**config.mk**
```make
export PLATFORM = sky130hd
export DESIGN_NAME = univ_shift_reg
export DESIGN_NICKNAME = d
export VERILOG_FILES = /design/src/rtl/shift_pkg.sv /design/src/rtl/usr_shift_step.sv /design/src/rtl/univ_shift_reg.sv
export SDC_FILE = /design/constraint.sdc
export NUM_CORES = 1
export LEC_CHECK = 0
export BUFFER_PORTS_ARGS = -buffer_cell sky130_fd_sc_hd__buf_2
export CELL_PAD_IN_SITES_DETAIL_PLACEMENT = 0
export CELL_PAD_IN_SITES_GLOBAL_PLACEMENT = 1
export CORE_ASPECT_RATIO = 1.25
export CORE_MARGIN = 2
export CORE_UTILIZATION = 39
export DETAILED_ROUTE_END_ITERATION = 10
export HOLD_SLACK_MARGIN = 0.08
export PLACE_DENSITY_LB_ADDON = 0.1
export SETUP_SLACK_MARGIN = 0.3
export SLEW_MARGIN = 30
export SYNTH_ARGS = -nofsm -noshare
export SYNTH_HDL_FRONTEND = slang
export SYNTH_SLANG_ARGS = --single-unit
```
**constraint.sdc**
```tcl
create_clock -name clk -period 1.9 [get_ports clk]
set_input_delay 0.38 -clock clk [delete_from_list [all_inputs] [get_ports clk]]
set_output_delay 0.38 -clock clk [all_outputs]
set_load 0.1 [all_outputs]
```
**src/rtl/shift_pkg.sv**
```systemverilog
// Shared encodings for the universal shift register: command opcodes and
// sequencer states, plus a helper that classifies the positional ops.
package shift_pkg;

    typedef enum logic [2:0] {
        OP_NOP   = 3'd0,
        OP_LOAD  = 3'd1,
        OP_SHR   = 3'd2,
        OP_SHL   = 3'd3,
        OP_ROR   = 3'd4,
        OP_ROL   = 3'd5,
        OP_CLEAR = 3'd6,
        OP_RSVD  = 3'd7
    } op_e;

    typedef enum logic [1:0] {
        ST_IDLE  = 2'd0,
        ST_SHIFT = 2'd1,
        ST_DONE  = 2'd2
    } state_e;

    function automatic logic is_shift_op(input op_e op);
        return op inside {OP_SHR, OP_SHL, OP_ROR, OP_ROL};
    endfunction

endpackage

```
**src/rtl/usr_shift_step.sv**
```systemverilog
// One-position shift/rotate of q; purely combinational. Non-positional ops
// pass q through unchanged with out_bit = 0.
import shift_pkg::*;

module usr_shift_step #(
    parameter int N = 8
) (
    input  logic [N-1:0] q,
    input  logic [2:0]   op,
    input  logic         serial_in_msb,
    input  logic         serial_in_lsb,
    output logic [N-1:0] next_q,
    output logic         out_bit
);

    always_comb begin
        // NOTE: every output gets a default first so no path leaves a latch.
        next_q  = q;
        out_bit = 1'b0;
        case (op_e'(op))
            OP_SHR: begin
                next_q  = {serial_in_msb, q[N-1:1]};
                out_bit = q[0];
            end
            OP_SHL: begin
                next_q  = {q[N-2:0], serial_in_lsb};
                out_bit = q[N-1];
            end
            OP_ROR: begin
                next_q  = {q[0], q[N-1:1]};
                out_bit = q[0];
            end
            OP_ROL: begin
                next_q  = {q[N-2:0], q[N-1]};
                out_bit = q[N-1];
            end
            default: ;
        endcase
    end

endmodule

```
**src/rtl/univ_shift_reg.sv**
```systemverilog
// Universal N-bit shift register: a command is accepted in IDLE, shift and
// rotate commands run cmd_count positions (one per clock), then DONE pulses.
import shift_pkg::*;

module univ_shift_reg #(
    parameter int N     = 8,
    parameter int CNT_W = $clog2(N + 1)
) (
    input  logic             clk,
    input  logic             reset,
    input  logic             cmd_valid,
    output logic             cmd_ready,
    input  logic [2:0]       cmd_op,
    input  logic [CNT_W-1:0] cmd_count,
    input  logic [N-1:0]     par_in,
    input  logic             serial_in_msb,
    input  logic             serial_in_lsb,
    output logic [N-1:0]     q,
    output logic             serial_out,
    output logic             serial_out_valid,
    output logic             busy,
    output logic             done
);

    state_e           state, state_nxt;
    logic [CNT_W-1:0] cnt, cnt_nxt;
    op_e              op_r;
    op_e              cmd_op_e;
    op_e              step_op;
    logic             accept;
    logic             shift_now;
    logic [N-1:0]     step_q;
    logic             step_bit;
    logic [N-1:0]     q_nxt;

    assign cmd_op_e  = op_e'(cmd_op);
    assign cmd_ready = (state == ST_IDLE);
    assign busy      = (state != ST_IDLE);
    assign done      = (state == ST_DONE);
    assign accept    = cmd_valid && cmd_ready;

    // The accept edge already performs the first shift, so the live opcode is
    // used there and the latched one afterwards.
    assign step_op   = (state == ST_SHIFT) ? op_r : cmd_op_e;
    assign shift_now = (state == ST_SHIFT) ||
                       (accept && is_shift_op(cmd_op_e) && cmd_count != '0);

    usr_shift_step #(.N(N)) u_step (
        .q             (q),
        .op            (step_op),
        .serial_in_msb (serial_in_msb),
        .serial_in_lsb (serial_in_lsb),
        .next_q        (step_q),
        .out_bit       (step_bit)
    );

    always_comb begin
        state_nxt = state;
        cnt_nxt   = cnt;
        q_nxt     = q;
        if (shift_now) begin
            q_nxt = step_q;
        end else if (accept && cmd_op_e == OP_LOAD) begin
            q_nxt = par_in;
        end else if (accept && cmd_op_e == OP_CLEAR) begin
            q_nxt = '0;
        end
        case (state)
            ST_IDLE: begin
                if (accept) begin
                    if (shift_now) begin
                        cnt_nxt   = cmd_count - CNT_W'(1);
                        state_nxt = (cmd_count == CNT_W'(1)) ? ST_DONE : ST_SHIFT;
                    end else begin
                        state_nxt = ST_DONE;
                    end
                end
            end
            ST_SHIFT: begin
                cnt_nxt = cnt - CNT_W'(1);
                if (cnt == CNT_W'(1)) begin
                    state_nxt = ST_DONE;
                end
            end
            default: state_nxt = ST_IDLE;
        endcase
    end

    // NOTE: state registers use non-blocking assignments so every flop samples
    // pre-edge values regardless of statement order.
    always_ff @(posedge clk or negedge reset) begin
        if (!reset) begin
            state            <= ST_IDLE;
            cnt              <= '0;
            op_r             <= OP_NOP;
            q                <= '0;
            serial_out       <= 1'b0;
            serial_out_valid <= 1'b0;
        end else begin
            state            <= state_nxt;
            cnt              <= cnt_nxt;
            q                <= q_nxt;
            serial_out_valid <= shift_now;
            if (accept) begin
                op_r <= cmd_op_e;
            end
            if (shift_now) begin
                serial_out <= step_bit;
            end
        end
    end

endmodule

```
# After elaboration in Yosys (flattened, before gate mapping)
# Cells that the tools add are included.
[op_classes]
add_sub_neg = 2
n_eq_ne = 18
muxes = 14
n_reduce_logical = 17
[op_table]
columns = ["operator", "count"]
rows = [
  ["$pmux W8 S4", 1],
  ["$mux W8", 3],
  ["$eq A3 B3 Y1 const B", 5],
  ["$eq A3 B2 Y1 const B", 4],
  ["$eq A4 B1 Y1 const B", 2],
  ["$mux W2", 4],
  ["$mux W4", 2],
  ["$pmux W4 S2", 1],
  ["$reduce_bool A4 Y1", 2],
  ["$sub A4 B1 Y4 const B", 2],
  ["$ne A2 B1 Y1 const B", 3],
  ["$logic_and A1 B1 Y1", 5],
  ["$ne A5 B1 Y1 const B", 1],
  ["$pmux W2 S2", 1],
  ["$reduce_and A2 Y1", 2],
  ["$reduce_bool A2 Y1", 2],
  ["$reduce_or A2 Y1", 2],
  ["$eq A3 B1 Y1 const B", 1],
  ["$mux W3", 1],
  ["$reduce_and A3 Y1", 1],
  ["$reduce_bool A3 Y1", 1],
  ["$eq A2 B1 Y1 const B", 1],
  ["$eq A2 B2 Y1 const B", 1],
  ["$logic_not A2 Y1", 1],
  ["other kinds (2)", 2],
]
[totals]
reg_bits = 19
in_bits = 20
output_inout_bits = 13
elab_cells = 57

# Longest topological paths before layout
[depth]
ltp_word = 8
mapped_depth = 8
ltp_nobuf = 7

# By module
# Synthesis repeated with hierarchy kept, for this count alone.
[hier_totals]
hier_cells = 135
hier_area_um2 = 1310.0
[modules_own_cells]
columns = ["module", "n_inst", "cells_each", "area_per_inst_um2", "seq_area_each_um2"]
rows = [
  ["univ_shift_reg", 1, 96, 1057.3, 475.5],
  ["usr_shift_step", 1, 39, 252.7, 0.0],
]

# Worst setup path before layout
# OpenSTA, ideal clock, no wires.
[synth_path]
kind = "register to output"
from = "register state[0]"
to = "output port busy"
t_arrival_ps = 2718
required_ps = 1520
slack_ps = -1198
path_stages_with_launch = 3
path_cell_list = "dfrtp_1 -> nor2_1 -> inv_1"
[synth_between]
elab_chain_cells = 1
[synth_lines]
columns = ["item", "line_no", "source"]
rows = [
  ["start: declaration", "univ_shift_reg.sv:25", "state_e state, state_nxt;"],
  ["start signal: assignment", "univ_shift_reg.sv:100", "state <= state_nxt;"],
  ["$reduce_bool A2 Y1", "univ_shift_reg.sv:38", "assign busy = (state != ST_IDLE);"],
  ["end: declaration", "univ_shift_reg.sv:21", "output logic busy,"],
]
# Every way passes these cells.

# Final worst setup path
[layout_path]
from = "register state[0]"
to = "register q[2]"
[layout_between]
elab_chain_cells = 7
elab_cells_between_ends = 19
[layout_lines]
columns = ["item", "line_no", "source"]
rows = [
  ["branches (longest 7 deep; another with $pmux W8 S4)", "--", ""],
  ["end signal: assignment", "univ_shift_reg.sv:102", "q <= q_nxt;"],
  ["end: declaration", "univ_shift_reg.sv:18", "output logic [N-1:0] q,"],
]
# Parallel ways; which one is timed is not known.
# A chain may end at the register's enable or synchronous reset.

==> flow_summary.toml <==
[worst_hold_path]
min_path_type = "in2reg"
hold_start = "par_in[0]"

[timing]
min_period_ns = 1.70
slew_headroom_pct = 67.6
worst_pin_slew_ns = 0.490
hold_viol = 0
post-route-period-util_pct = 89.7
setup_violations = 0
rsz0062_at_grt = "yes"
fin_skew_ns = 0.00216
drv_slew = 0
max_freq_mhz = 587
fin_ws_ns = 0.195
fin_hold_ws_ns = 0.360

[floorplan]
placementRows = 23
die_w_um = 56.1
die_h_um = 69.1
start_util_pct = 41.0
dieArea_mm2 = 0.00388
pin_count = 33
fp.coreArea_mm2 = 0.00322

[global_route]
grt_pass1_vias = 1342
grt_pass1_wl_mm = 6.23
grtUsageTotal_pct = 20.1
antenna_found_initial = 0
grt_start_max_net_pins = 20
grt_overflow = 0

[logic_synthesis]
yosys.area.top_type_share_pct = 36.0
ys_seq_area_share_pct = 36.0
yosysMostFrequentCell = "dfrtp_1"
synth_edf_count = 0
yosysUniqueCellTypes = 43
ys_seq_elements = 19
synthArstFlopShare_pct = 100
syn_area_mm2 = 0.00132
avgSynthCellArea_um2 = 9.31
syn-num-nets = 166
ys.flop_type = "dfrtp_1"
yosys.area.top_type = "dfrtp_1"
synth_common_cells = "dfrtp_1 (19), nand2_1 (15), nor2_1 (13), a21oi_1 (11), inv_1 (8)"
yosys-top-cells-area = "dfrtp_1 (36%), mux2_1 (4.3%), nand2_1 (4.3%)"
netlist_instances = 142
synth_warnings = 0

[critical_path]
crit_path_max_fanout = 6
critPathKind = "reg2reg"
r2r_start = "state[0]$_DFFE_PN0P_"
arrival_ns = 1.86
crit_path_start_kind = "register"
crit_start = "state[0]$_DFFE_PN0P_"
worstPathRequired_ns = 2.05
worstSetupEndpointType = "register"

[drt]
ant_nets = 0
vias_per_cell = 5.41
vias = 1261
drt-initial-drc-count = 40
first_pass_iters = 4
avgRoutedWirePerCell_um = 15.5
routed_wl_mm = 3.60
remaining_drc_errors = 0

[final_layout]
nFillCells = 291
synthToLayoutAreaGrowth_pct = 48.8
nets = 221
antenna_cells = 0
layout-drive-gt1-share_pct = 47.4

[cts]
cts_root_buffer = "clkbuf_8"
clk_latency_ns = 0.26
numCtsBuffers = 3
clkSlewWorstSetupHoldPaths_ns = 0.08
cts_tree = "yes"
cts_sinks = 19
cts_max_path_buffers = 2
htree_levels = 1

[place]
gp_congestion = 0.799
port-buffer-count = 32
dp_hpwl_mm = 2.57
post-place-ws_ns = 0.00845

[outcome]
outcome = "completed"

[job]
maxCapViolCount = 0
path summary, 6_finish.rpt:
check	endpoint	slack, ns	depth (start not counted)
max reg2reg	q[2]$_DFFE_PN0P_	0.20	6
max in group asynchronous	state[0]$_DFFE_PN0P_	0.96	2
min	q[0]$_DFFE_PN0P_	0.36	3
min reg2reg	serial_out$_DFFE_PN0N_	0.52	1
min in group asynchronous	op_r[2]$_DFFE_PN0P_	0.60	2
max	q[2]$_DFFE_PN0P_	0.20	6
metal layers:
layer	GRT usage (%)	vias up	wire length (um)
li1	-	616	-
met1	24.4	604	1550
met2	35.6	32	1850
met3	2.25	9	126
met4	8.20	0	72
met5	0	-	0
worst max-delay path, cell delays in order, from the launching register on:
cell     delay [ns]
dfrtp_2        0.47
and3b_4        0.21
a32oi_4        0.22
buf_12         0.16
mux2_4         0.30
a22oi_2        0.17
a21oi_2        0.06
cells by family (layout without fill, tap and decap cells):
logic type,Yosys count,in the layout,share of synthesized area [%]
fa+ha+maj,4,4,3.78
simple gates,54,54,22.7
flops,19,19,36.0
buf+inv,14,68,5.39
compound gates,37,37,20.3
xor+xnor,4,4,3.22
mux,10,10,8.61
state kept, by name (all words and copies together), names as in the netlist:
signal and count:
cnt 4, serial_out 1, serial_out_valid 1, state 2
q 8, op_r 3
timing repair:
| item | in CTS | in global routing |
|---|---|---|
| gates cloned | 0 | 1 |
| gates resized for setup | 17 | 8 |
| buffers inserted | 8 | 0 |
| setup endpoints to repair | 16 | 17 |
| pin swaps | 12 | 10 |
| hold endpoints to repair | 19 | 0 |
| hold buffers | 1 | 0 |
cell usage in the layout, fill, tap and decap left out, types with 2 or more instances in the layout:
master | synthesis | final
nor3_1 | 4 | 3
mux2i_1 | 2 | 2
nor2b_1 | 4 | 3
buf_2 | 3 | 29
buf_4 | 2 | 17
nor2_1 | 13 | 12
nor3b_4 | 1 | 2
ha_1 | 4 | 3
a31oi_1 | 4 | 4
o21ai_1 | 0 | 2
xor2_1 | 3 | 3
a21oi_1 | 11 | 10
o21ai_0 | 5 | 3
buf_12 | 0 | 7
inv_1 | 8 | 6
nand3_1 | 5 | 5
clkbuf_8 | 0 | 3
mux2_2 | 2 | 2
dfrtp_1 | 19 | 16
dfrtp_2 | 0 | 3
nor3b_1 | 2 | 2
nand2_1 | 15 | 15
mux2_4 | 1 | 6
a22oi_1 | 6 | 4
a22oi_2 | 0 | 2
through the flow:
stage	TNS [ns]	cells	area (um2)	util [%]
after detailed placement	0	219	1700	52.8
after floorplan	-0.0413	142	1420	-
after global routing	0	233	1970	61.1
after CTS	0	232	1910	59.4
after global placement	0	219	1700	52.8
final	0	233	1970	61.1
cell type report:
class,count,area [um2],share of cell area (%)
clock buffer,4,45.0,2.29
timing repair buffer,56,459,23.3
tap,37,46.3,2.35
multi-input combinational,109,893,45.4
sequential,19,479,24.3
inverter,8,45.0,2.29
Power is left out: the tool's default activity adds up to more than one toggle a clock period on the data nets, which glitch-free logic cannot reach.
